[src/rtl/dmem_arbiter.sv]
// Two-port arbiter in front of a single-ported data memory: the pipeline normally
// wins, and a DMA port that keeps losing is given one forced grant.
module dmem_arbiter #(
  parameter int DEPTH        = 64,
  parameter int STARVE_LIMIT = 4
) (
  input  logic        clk,
  input  logic        rst_n,
  input  logic        p_req,
  input  logic        p_we,
  input  logic [31:0] p_addr,
  input  logic [31:0] p_wdata,
  output logic        p_gnt,
  output logic        p_rvalid,
  output logic        p_err,
  output logic [31:0] p_rdata,
  input  logic        d_req,
  input  logic        d_we,
  input  logic [31:0] d_addr,
  input  logic [31:0] d_wdata,
  output logic        d_gnt,
  output logic        d_rvalid,
  output logic        d_err,
  output logic [31:0] d_rdata,
  output logic        mem_read,
  output logic        mem_write,
  output logic [31:0] mem_addr,
  output logic [31:0] mem_wdata,
  input  logic [31:0] mem_rdata
);

  localparam int CW = (STARVE_LIMIT < 1) ? 1 : $clog2(STARVE_LIMIT + 1);
  localparam logic [CW-1:0] LIMIT = CW'(STARVE_LIMIT);

  typedef enum logic {PIPE, FORCE_D} state_t;

  state_t        state_reg, state_next;
  logic [CW-1:0] wait_cnt_reg, wait_cnt_next;
  logic          p_rvalid_reg, d_rvalid_reg;
  logic          p_err_reg, d_err_reg;
  logic          p_win, d_win;
  logic          p_in_range, d_in_range;
  logic          sel_we, sel_in_range;
  logic [31:0]   sel_addr, sel_wdata;

  assign p_in_range = p_addr < 32'(DEPTH);
  assign d_in_range = d_addr < 32'(DEPTH);

  // Grants are gated by rst_n so nothing reaches memory while reset is held.
  always_comb begin
    p_win = 1'b0;
    d_win = 1'b0;
    if (rst_n) begin
      if (state_reg == FORCE_D) begin
        d_win = d_req;
        p_win = p_req && !d_req;
      end else begin
        p_win = p_req;
        d_win = d_req && !p_req;
      end
    end
  end

  assign p_gnt = p_win;
  assign d_gnt = d_win;

  always_comb begin
    state_next    = state_reg;
    wait_cnt_next = wait_cnt_reg;
    if (!d_req || d_win) begin
      wait_cnt_next = '0;
    end else if (wait_cnt_reg != LIMIT) begin
      wait_cnt_next = wait_cnt_reg + 1'b1;
    end
    case (state_reg)
      PIPE: begin
        if (d_req && !d_win && (wait_cnt_next == LIMIT)) begin
          state_next = FORCE_D;
        end
      end
      FORCE_D: begin
        if (d_win || !d_req) begin
          state_next    = PIPE;
          wait_cnt_next = '0;
        end
      end
      default: begin
        state_next    = PIPE;
        wait_cnt_next = '0;
      end
    endcase
  end

  // Winning port's command; out-of-range requests are consumed without touching memory.
  always_comb begin
    sel_we       = d_win ? d_we : p_we;
    sel_addr     = d_win ? d_addr : p_addr;
    sel_wdata    = d_win ? d_wdata : p_wdata;
    sel_in_range = d_win ? d_in_range : p_in_range;
    mem_read     = 1'b0;
    mem_write    = 1'b0;
    mem_addr     = '0;
    mem_wdata    = '0;
    if ((p_win || d_win) && sel_in_range) begin
      mem_read  = !sel_we;
      mem_write = sel_we;
      mem_addr  = sel_addr;
      mem_wdata = sel_wdata;
    end
  end

  always_ff @(posedge clk or negedge rst_n) begin
    if (!rst_n) begin
      state_reg    <= PIPE;
      wait_cnt_reg <= '0;
      p_rvalid_reg <= 1'b0;
      d_rvalid_reg <= 1'b0;
      p_err_reg    <= 1'b0;
      d_err_reg    <= 1'b0;
    end else begin
      state_reg    <= state_next;
      wait_cnt_reg <= wait_cnt_next;
      p_rvalid_reg <= p_win && !p_we && p_in_range;
      d_rvalid_reg <= d_win && !d_we && d_in_range;
      p_err_reg    <= p_win && !p_in_range;
      d_err_reg    <= d_win && !d_in_range;
    end
  end

  assign p_rvalid = p_rvalid_reg;
  assign d_rvalid = d_rvalid_reg;
  assign p_err    = p_err_reg;
  assign d_err    = d_err_reg;
  assign p_rdata  = p_rvalid_reg ? mem_rdata : 32'h0;
  assign d_rdata  = d_rvalid_reg ? mem_rdata : 32'h0;

endmodule

[config.mk]
export PLATFORM = sky130hd
export DESIGN_NAME = dmem_arbiter
export DESIGN_NICKNAME = d
export VERILOG_FILES = /design/src/rtl/dmem_arbiter.sv
export SDC_FILE = /design/constraint.sdc
export NUM_CORES = 1
export LEC_CHECK = 0
export ABC_AREA = 0
export ABC_CLOCK_PERIOD_IN_PS = 3300
export BUFFER_PORTS_ARGS = -buffer_cell sky130_fd_sc_hd__buf_4
export CORE_AREA = 2 2 119 121
export DETAILED_ROUTE_END_ITERATION = 16
export DIE_AREA = 0 0 121 123
export GPL_TIMING_DRIVEN = 1
export HOLD_SLACK_MARGIN = 0.03
export PLACE_DENSITY_LB_ADDON = 0.15
export SLEW_MARGIN = 20
export SYNTH_ARGS = -nofsm -noshare
export SYNTH_HDL_FRONTEND = slang
export SYNTH_SLANG_ARGS = --single-unit
[constraint.sdc]
create_clock -name clk -period 3.3 [get_ports clk]
set_input_delay 0.495 -clock clk [delete_from_list [all_inputs] [get_ports clk]]
set_output_delay 0.495 -clock clk [all_outputs]
set_load 0.005 [all_outputs]
# After elaboration in Yosys (flattened, before gate mapping)
# Cells that the tools add are included.
# classes
n_eq_ne	2
shift	0
n_reduce_logical	21
multipliers	0
bitwise_logic	1
n_div	0
mux	21
n_lt_le_gt_ge	2
add_sub_neg	1
# op_table
op	count
$mux W32	6
$lt A32 B7 Y1 const B	2
$mux W3	4
$logic_and A1 B1 Y1	11
$mux W1	10
$logic_not A1 Y1	8
$add A3 B1 Y3 const B	1
$eq A3 B3 Y1 const B	1
$ne A3 B3 Y1 const B	1
$logic_or A1 B1 Y1	2
$pmux W1 S2	1
$not A1 Y1	1
# word_totals
rom_bits	0
n_memories	0
latchBits	0
inputBits	166
ramBits	0
word_cells	54
register_bits	8
output_inout_bits	136

# Logic depth before layout (Yosys ltp)
# Gate-level depths: netlist of run 1.
# logic_depth
word_depth	10
ltp_mapped	6
depth_no_buf	6

# Worst setup path after synthesis of run 1
# No wires, ideal clock.
# synth_path
path_kind	in2out
from	in p_addr[16]
to	out mem_addr[0]
t_required_ns	2.805
arrival_ns	1.876
path_stages	5
setup_slack_ns	0.929
path_buffers	2
cell_sequence	or4_4 or4_1 buf_6 buf_6 o22ai_2
# synth_via
elab_chain_cells	4
# synth_lines
item	line	rtl
from (decl)	11	input logic [31:0] p_addr,
$lt A32 B7 Y1	46	assign p_in_range = p_addr < 32'(DEPTH);
$mux W1	99	sel_in_range = d_win ? d_in_range : p_in_range;
$logic_and A1 B1 Y1	104	if ((p_win || d_win) && sel_in_range) begin
$mux W32	104	
to (decl)	27	output logic [31:0] mem_addr,
# Every way passes these cells.

# Worst setup path after layout of run 1
# layout_path
from	in p_addr[25]
to	out mem_wdata[17]
# layout_via
elab_chain_cells	4
# layout_lines
item	line	rtl
$lt A32 B7 Y1	46	
$mux W1	99	
$logic_and A1 B1 Y1	104	
$mux W32	104	
to (decl)	28	output logic [31:0] mem_wdata,
# Every way passes these cells.

==> results.tsv, run 1 <==
metric	value	unit
outcome	complete, no violations	
cts.repair.resized	0	
die-height	123	um
cts-root-buf	clkbuf_16	
path_common_cell	buf_4	
layout-drive-gt1-share	0.540	
first_pass_iters	4	
cp-end-kind	output pin	
layout_worst_path_cycle_share	0.835	
multiInputGateArea	0.00136	sq mm
fill_cells	1486	
coreArea	0.0136	sq mm
hold_slack	92.3	ps
worst_pin_slew	844	ps
synth-seq-area-share	0.111	
max_freq	363	MHz
cts_buffer_depth	2	
async_flop_share	1.00	
drv_cap	0	
start_util	0.132	
leakage	2.13	nW
dpl.hpwl	7250	um
syn_avg_cell_area	6.35	sq um
slew_violations	0	
post-route-drc-count	0	
clkTransAtPathRegs	40	ps
grt_pass1_wl	12900	um
cts_tree	built	
final_nets	711	
tns	0	ps
via_per_inst	4.02	
drt_iter0_drc	66	
skew	1.34	ps
routed_wirelength	8970	um
grt_max_degree	45	
critical_path_required	2800	ps
io_buffers	275	
synth_area_leaders	and2_1, nand2_1, dfrtp_1	
synthMostInstantiatedCell	nand2_1	
cp-start-kind	input port	
gp_congestion	0.747	
numCtsBuffers	3	
cts.sinks	8	
synth-warning-count	0	
area_delta_synth_final	120	%
rows	43	
cp_slowest_cell	or4_1	
post-route-util	0.291	
cp_max_fo	41	
n_antenna_cell	0	
ir_worst_vdd	0.120	mV
synthTopCellsByCount	nand2_1, and2_1, o22ai_1, buf_4, clkbuf_1	
die_w	121	um
fin_crit	2750	ps
largest_reg_flops	3	
power_density	134	mW/mm^2
antenna_found_initial	0	
synth_flop_cell	dfrtp_1	
synth_top_area_share	0.226	
clock_latency	230	ps
rsz0062_at_grt	no	
synth_edf_count	0	
crit_type	input port to output pin	
cts_max_level	1	
cp.arrival	2260	ps
finalSetupViolCount	0	
synth_area	0.00180	sq mm
crit_chain	buf_4, nor4_1, nand4_1, or4_1, buf_4, o22ai_1, buf_4	
ys_seq_elements	8	
pin_count	302	
wl_per_cell	12.4	um
track_usage	0.107	
num_vias	2896	
cts_setup_buffers	0	
ant_nets	0	
slew_headroom	0.437	
synth_top_cell_by_area	and2_1	
synth_cells	284	
slowest_delay	510	ps
cts-hold-fix-buffers	0	
die_area	0.0149	sq mm
seq_area	200	sq um
synth_cell_types	28	
hold_violations	0	
hold_class	input port to asynchronous set/reset pin	
overflow	0	
grt_pass1_vias	2766	
[layer usage]
layer,global-route usage,up-vias,part of all wire
met4,0.0283,0,0.015
met5,0,-,0
met2,0.216,195,0.53
met3,0.0268,9,0.11
li1,-,1415,-
met1,0.108,1277,0.34
[through the flow]
stage	worst slack, ps	area [sq um]	instances	total power [mW]
floorplan	929	1900	309	0.183
global placement	514	3890	718	0.329
detailed placement	555	3890	718	0.332
CTS	551	3960	721	0.539
global route	436	3960	721	0.567
finish	546	3960	721	0.531
[placed cells by master, fill, tap and decap left out, types with 2 or more instances in the layout]
cell / n
and2_1: 65
and3_1: 3
buf_4: 278
clkbuf_16: 3
conb_1: 26
dfrtp_1: 8
ha_1: 2
inv_1: 4
nand2_1: 82
nand4_1: 2
nor2_1: 4
nor3_1: 3
nor4_1: 10
o22ai_1: 31
o22ai_2: 8
o32ai_1: 2
or4_1: 2
[cells by family (layout without fill, tap and decap cells)]
kind of cell / Yosys count / count (layout) / synth area share
buffers and inverters: 54 / 286 / 0.194
XOR/XNOR: 1 / 1 / 0.00486
adder cells (fa/ha/maj): 2 / 2 / 0.0139
AO/OA/AOI/OAI: 43 / 43 / 0.183
flip-flops: 8 / 8 / 0.111
other: 1 / 26 / 0.00208
AND/OR/NAND/NOR: 175 / 175 / 0.492
[final cells by class]
cell class	count	area share
Sequential cell	8	0.0505
Timing Repair Buffer	278	0.527
Inverter	5	0.00474
Multi-Input combinational cell	247	0.342
Tap cell	180	0.0568
Clock buffer	3	0.0189
[power breakdown]
group / total (mW) / leakage [nW] / internal, mW / switching (mW)
Combinational: 0.223 / 1.98 / 0.145 / 0.0776
Sequential: 0.106 / 0.108 / 0.103 / 0.00250
Clock: 0.202 / 0.0370 / 0.156 / 0.0461
Total: 0.531 / 2.13 / 0.405 / 0.126
[final timing paths]
kind,endpoint,slack [ps],cells past startpoint,from
setup / recovery,mem_wdata[17],550,7,p_addr[25]
hold / removal,p_err$_DFF_PN0_,90,1,rst_n
setup reg to reg,state_reg$_DFF_PN0_,1500,4,state_reg$_DFF_PN0_
hold reg to reg,state_reg$_DFF_PN0_,550,1,state_reg$_DFF_PN0_
max in group asynchronous,wait_cnt_reg[2]$_DFF_PN0_,3060,1,rst_n
min in group clk,p_rvalid$_DFF_PN0_,440,2,p_we
[critical path: cells and delay by family]
| family | cells | cell delay (ps) |
|---|---|---|
| AND/OR/NAND/NOR | 3 | 930 |
| buffers and inverters | 3 | 550 |
| AO/OA/AOI/OAI | 1 | 270 |
Note: power is estimated with default switching activity, not from simulation.
==> run 2, diff against run 1 <==
- ABC_AREA: 0 -> 1
- ABC_CLOCK_PERIOD_IN_PS: 3300 -> 2500
- CORE_AREA: 2 2 119 121 -> 2 2 118 120
- DIE_AREA: 0 0 121 123 -> 0 0 120 122
- clock period: 3.3 -> 2.5 ns (I/O delays scaled with it)
==> results.tsv, run 2 <==
metric	value	unit	change
synthTopCellsByCount	nand2_1, inv_1, nor2_2, nor2_1, buf_4		
synth_top_cell_by_area	nand2_1		
final_nets	901		+27%
hold_slack	304	ps	+212 ps
coreArea	0.0135	sq mm	-0.79%
cts-root-buf	clkbuf_16		
synth_area	0.00224	sq mm	+24%
cts_max_level	1		unchanged
pin_count	302		unchanged
synth-seq-area-share	0.0895		-0.0215
layout-drive-gt1-share	0.451		-0.0883
rows	43		unchanged
cp_max_fo	15		-63%
skew	0.783	ps	-0.557 ps
syn_avg_cell_area	4.81	sq um	-24%
power_density	193	mW/mm^2	+44%
clkTransAtPathRegs	40	ps	about the same
ys_seq_elements	8		unchanged
fin_crit	2240	ps	
rrSetupSlack	1080	ps	-420 ps
cts.sinks	8		unchanged
rsz0062_at_grt	no		
die_w	120	um	-0.83%
hold_violations	0		unchanged
async_flop_share	1.00		unchanged
tns	0	ps	unchanged
gp_congestion	0.791		+6.0%
fill_cells	1526		+2.7%
crit_type	register to output pin		
dp.cells	907		+26%
ant_nets	0		unchanged
track_usage	0.119		+0.0124
final_common_cell	buf_4		
finalSetupViolCount	0		unchanged
hold_class	input port to register		
drt_iter0_drc	92		+39%
final_cell_count_no_fill	911		+26%
synth_top_area_share	0.332		+0.107
wl_met1	3120	um	+3.5%
highest_layer	met4		
overflow	0		unchanged
cts_setup_buffers	0		unchanged
synth_cell_types	26		-7.1%
critical_path_required	2120	ps	-680 ps
cp.arrival	1860	ps	-400 ps
synth_area_leaders	nand2_1, inv_1, nor2_2		
grt_max_degree	41		-8.9%
slew_violations	0		unchanged
post-route-drc-count	0		unchanged
pwr-share-clk	0.314		-0.067
cts_tree	built		
cp-start-kind	register		
start_util	0.166		+0.0331
leakage	3.20	nW	+50%
internal_power	601	uW	+49%
synthMostInstantiatedCell	nand2_1		
synth_cells	465		+64%
synth_edf_count	0		unchanged
wl_per_cell	10.3	um	-17%
dr_wl_met3	1100	um	+7.3%
routed_wirelength	9400	um	+4.8%
p_sw	260	uW	+110%
cts_buffer_depth	2		unchanged
ir_worst_vdd	0.144	mV	+20%
n_antenna_cell	0		unchanged
cts.repair.resized	0		unchanged
via_per_inst	3.64		-9.4%
dr_wl_met2	5110	um	+6.7%
antenna_found_initial	0		unchanged
cts-hold-fix-buffers	1		+1
p_seq_frac	0.169		-0.030
dpl.hpwl	8200	um	+13%
grt_pass1_vias	3118		+13%
die_area	0.0146	sq mm	-1.6%
synth-warning-count	0		unchanged
drv_cap	0		unchanged
io_buffers	275		unchanged
first_pass_iters	4		unchanged
layout_worst_path_cycle_share	0.896		
synth_flop_cell	dfrtp_1		
power.share.switching	0.302		+0.0642
grt_pass1_wl	14400	um	+11%
area_delta_synth_final	99.3	%	
die-height	122	um	-0.81%
largest_reg_flops	3		unchanged
clock_latency	230	ps	about the same
num_vias	3317		+15%
max_freq	447	MHz	
comb_power_share	0.517		+0.097
outcome	complete, no violations		
cp-end-kind	output pin		
final_cell_mix	buf_4, nand2_1, inv_1		
numCtsBuffers	3		unchanged
[run 2: cell count changes after synthesis, sizes merged, moves of 2 or more]
cell	delta
or2	+2
o32ai	-2
nor3	-2
nor2	+65
buf	+4
clkbuf	-9
or4	-3
nand3	+3
nor4	-10
and2	-64
o22ai	-39
nand2	+119
and3	-2
inv	+119
[run 2: power by group through the flow]
stage	Sequential (mW)	Clock, mW	Combinational (mW)
final	0.146	0.270	0.445
after global routing	0.147	0.281	0.500
after CTS	0.146	0.274	0.452
after detailed placement	0.148	0	0.448
after global placement	0.147	0	0.444
after floorplan	0.146	0	0.206
[run 2: stage by stage]
step | instance area [sq um] | utilization | power, mW | setup WS [ps]
6_report | 4460 | 0.330 | 0.861 | 261
3_3_place_gp | 4370 | 0.324 | 0.592 | 275
3_5_place_dp | 4370 | 0.324 | 0.596 | 282
5_1_grt | 4460 | 0.330 | 0.928 | 17.6
2_1_floorplan | 2330 | - | 0.352 | 832
4_1_cts | 4460 | 0.330 | 0.872 | 151
[run 2: final timing paths]
check,from,endpoint,cells after the start
min in group asynchronous,rst_n,d_err$_DFF_PN0_,2
worst min register to register,state_reg$_DFF_PN0_,state_reg$_DFF_PN0_,3
worst max-delay path,state_reg$_DFF_PN0_,mem_read,8
worst min-delay path,p_we,p_rvalid$_DFF_PN0_,2
max in group asynchronous,rst_n,p_err$_DFF_PN0_,2
worst max register to register,state_reg$_DFF_PN0_,state_reg$_DFF_PN0_,8
[run 2: worst max-delay path: stages (launching register included)]
cell and delay [ps]:
dfrtp_1 370, nand2_1 110, nand2_2 80, nand2_4 160, inv_2 160, o21ai_0 430, inv_1 100, nor2_2 120
buf_4 110
[run 2: kinds of logic after synthesis]
family,count (synthesis),synth area share
buf+inv,168,0.345
compound gates,3,0.00671
flops,8,0.0895
fa+ha+maj,2,0.0112
simple gates,281,0.538
xor+xnor,2,0.00784
other cells,1,0.00168
[run 2: area by class of cell]
class	count	area (sq um)	area share
Timing Repair Buffer	282	2130	0.478
Multi-Input combinational cell	314	1360	0.305
Inverter	124	465	0.104
Tap cell	180	225	0.0505
Sequential cell	8	200	0.0449
Clock buffer	3	75.1	0.0168
[run 2: layer usage]
layer / vias up / global-route usage
li1: 1746 / -
met1: 1379 / 0.118
met2: 186 / 0.247
met3: 6 / 0.0332
met4: 0 / 0.0199
met5: - / 0
==> run 3, diff against run 2 <==
- RECOVER_POWER: not set -> 50
==> results.tsv, run 3 (same netlist as run 2, synthesis figures left out) <==
metric	value	unit	change
clkTransAtPathRegs	40	ps	about the same
pin_count	302		unchanged
finalSetupViolCount	0		unchanged
die_area	0.0146	sq mm	unchanged
slew_headroom	0.569		
io_buffers	275		unchanged
gp_congestion	0.791		unchanged
dpl.hpwl	8200	um	unchanged
drt_iter0_drc	94		+2.2%
critPathBufInv	3		unchanged
leakage	3.15	nW	-1.5%
skew	0.699	ps	-0.0834 ps
cp.arrival	1870	ps	about the same
rsz0062_at_grt	no		
min_from	p_we		
final_cell_mix	buf_4, nand2_1, inv_1		
cts.repair.resized	0		unchanged
fin_crit	2240	ps	+3.56 ps
overflow	0		unchanged
slowest_delay	330	ps	-100 ps
layout_worst_path_cycle_share	0.897		+0.00142
final_common_cell	buf_4		
die_w	120	um	unchanged
highest_layer	met4		
crit_type	register to output pin		
cp-start-kind	register		
n_antenna_cell	0		unchanged
rows	43		unchanged
crit_start	state_reg$_DFF_PN0_		
hold_violations	0		unchanged
first_pass_iters	4		unchanged
coreArea	0.0135	sq mm	unchanged
hold_class	input port to register		
power_density	194	mW/mm^2	+0.35%
cp-end-kind	output pin		
cp_slowest_cell	dfrtp_1		
grt_pass1_wl	14400	um	unchanged
outcome	complete, no violations		
largest_reg_flops	3		unchanged
grt_pass1_vias	3118		unchanged
slew_violations	0		unchanged
post-route-drc-count	0		unchanged
crit_chain	nand2_1, nand2_2, nand2_4, inv_2, nand2_1, nand2_2, buf_12, nor2_2, buf_4		
layout-drive-gt1-share	0.442		-0.00958
max_freq	446	MHz	-0.16%
cts_tree	built		
cts-root-buf	clkbuf_16		
routed_wirelength	9400	um	about the same
dr_wl_met2	5090	um	-0.35%
dr_wl_met3	1060	um	-4.3%
start_util	0.166		unchanged
rr_startpoint	state_reg$_DFF_PN0_		
tns	0	ps	unchanged
via_per_inst	3.65		+0.12%
cts_max_level	1		unchanged
grt_max_degree	41		unchanged
track_usage	0.119		unchanged
ant_nets	0		unchanged
drv_cap	0		unchanged
num_vias	3321		+0.12%
wl_met1	3190	um	+2.1%
numCtsBuffers	3		unchanged
critical_path_required	2120	ps	about the same
wl_per_cell	10.3	um	about the same
ir_worst_vdd	0.144	mV	about the same
post-route-util	0.328		-0.00241
cts.sinks	8		unchanged
worst_pin_slew	646	ps	
clock_latency	230	ps	about the same
cp_max_fo	40		+25
area_delta_synth_final	97.9	%	
critical-path-top-delay-family	buffers and inverters		
hold_slack	304	ps	+0.0630 ps
cts_buffer_depth	2		unchanged
final_nets	901		unchanged
die-height	122	um	unchanged
antenna_found_initial	0		unchanged
[run 3: cell types whose count changed in the layout (fill, tap and decap cells not counted), sizes merged]
| cell | before | now |
|---|---|---|
| buf | 281 | 232 |
| clkbuf | 3 | 52 |
[run 3: cell type report]
class                           count  area, sq um
Clock buffer                        3         75.1
Fill cell                        1532         9080
Inverter                          124          465
Multi-Input combinational cell    314         1350
Sequential cell                     8          200
Tap cell                          180          225
Timing Repair Buffer              282         2100
[run 3: stage by stage]
stage                     power [mW]  instance area (sq um)  instances  worst slack, ps
after global routing           0.924                   4420        911             17.1
after global placement         0.592                   4370        907              275
final                          0.858                   4420        911              257
after floorplan                0.352                   2330        490              832
after CTS                      0.872                   4460        911              151
after detailed placement       0.596                   4370        907              282
[run 3: layer usage]
metal / track usage / up-vias
met5: 0 / -
met4: 0.0199 / 0
met3: 0.0332 / 6
met2: 0.247 / 184
met1: 0.118 / 1384
li1: - / 1747
[run 3: final timing paths]
path | endpoint | slack (ps) | depth (start not counted)
worst max-delay path | mem_wdata[19] | 260 | 9
worst max register to register | state_reg$_DFF_PN0_ | 1070 | 8
max in group asynchronous | p_err$_DFF_PN0_ | 1440 | 2
worst min register to register | state_reg$_DFF_PN0_ | 570 | 3
min in group asynchronous | d_err$_DFF_PN0_ | 790 | 2
worst min-delay path | p_rvalid$_DFF_PN0_ | 300 | 2
[run 3: timing repair]
action	in CTS	in global routing
hold buffers	1	0
setup buffers	0	0
hold endpoints to repair	8	0
[run 3: power breakdown]
| part | switching [mW] | total (mW) | internal (mW) |
|---|---|---|---|
| clock | 0.0635 | 0.270 | 0.206 |
| sequential | 0.00611 | 0.146 | 0.140 |
| combinational | 0.190 | 0.442 | 0.252 |
| total | 0.260 | 0.858 | 0.598 |
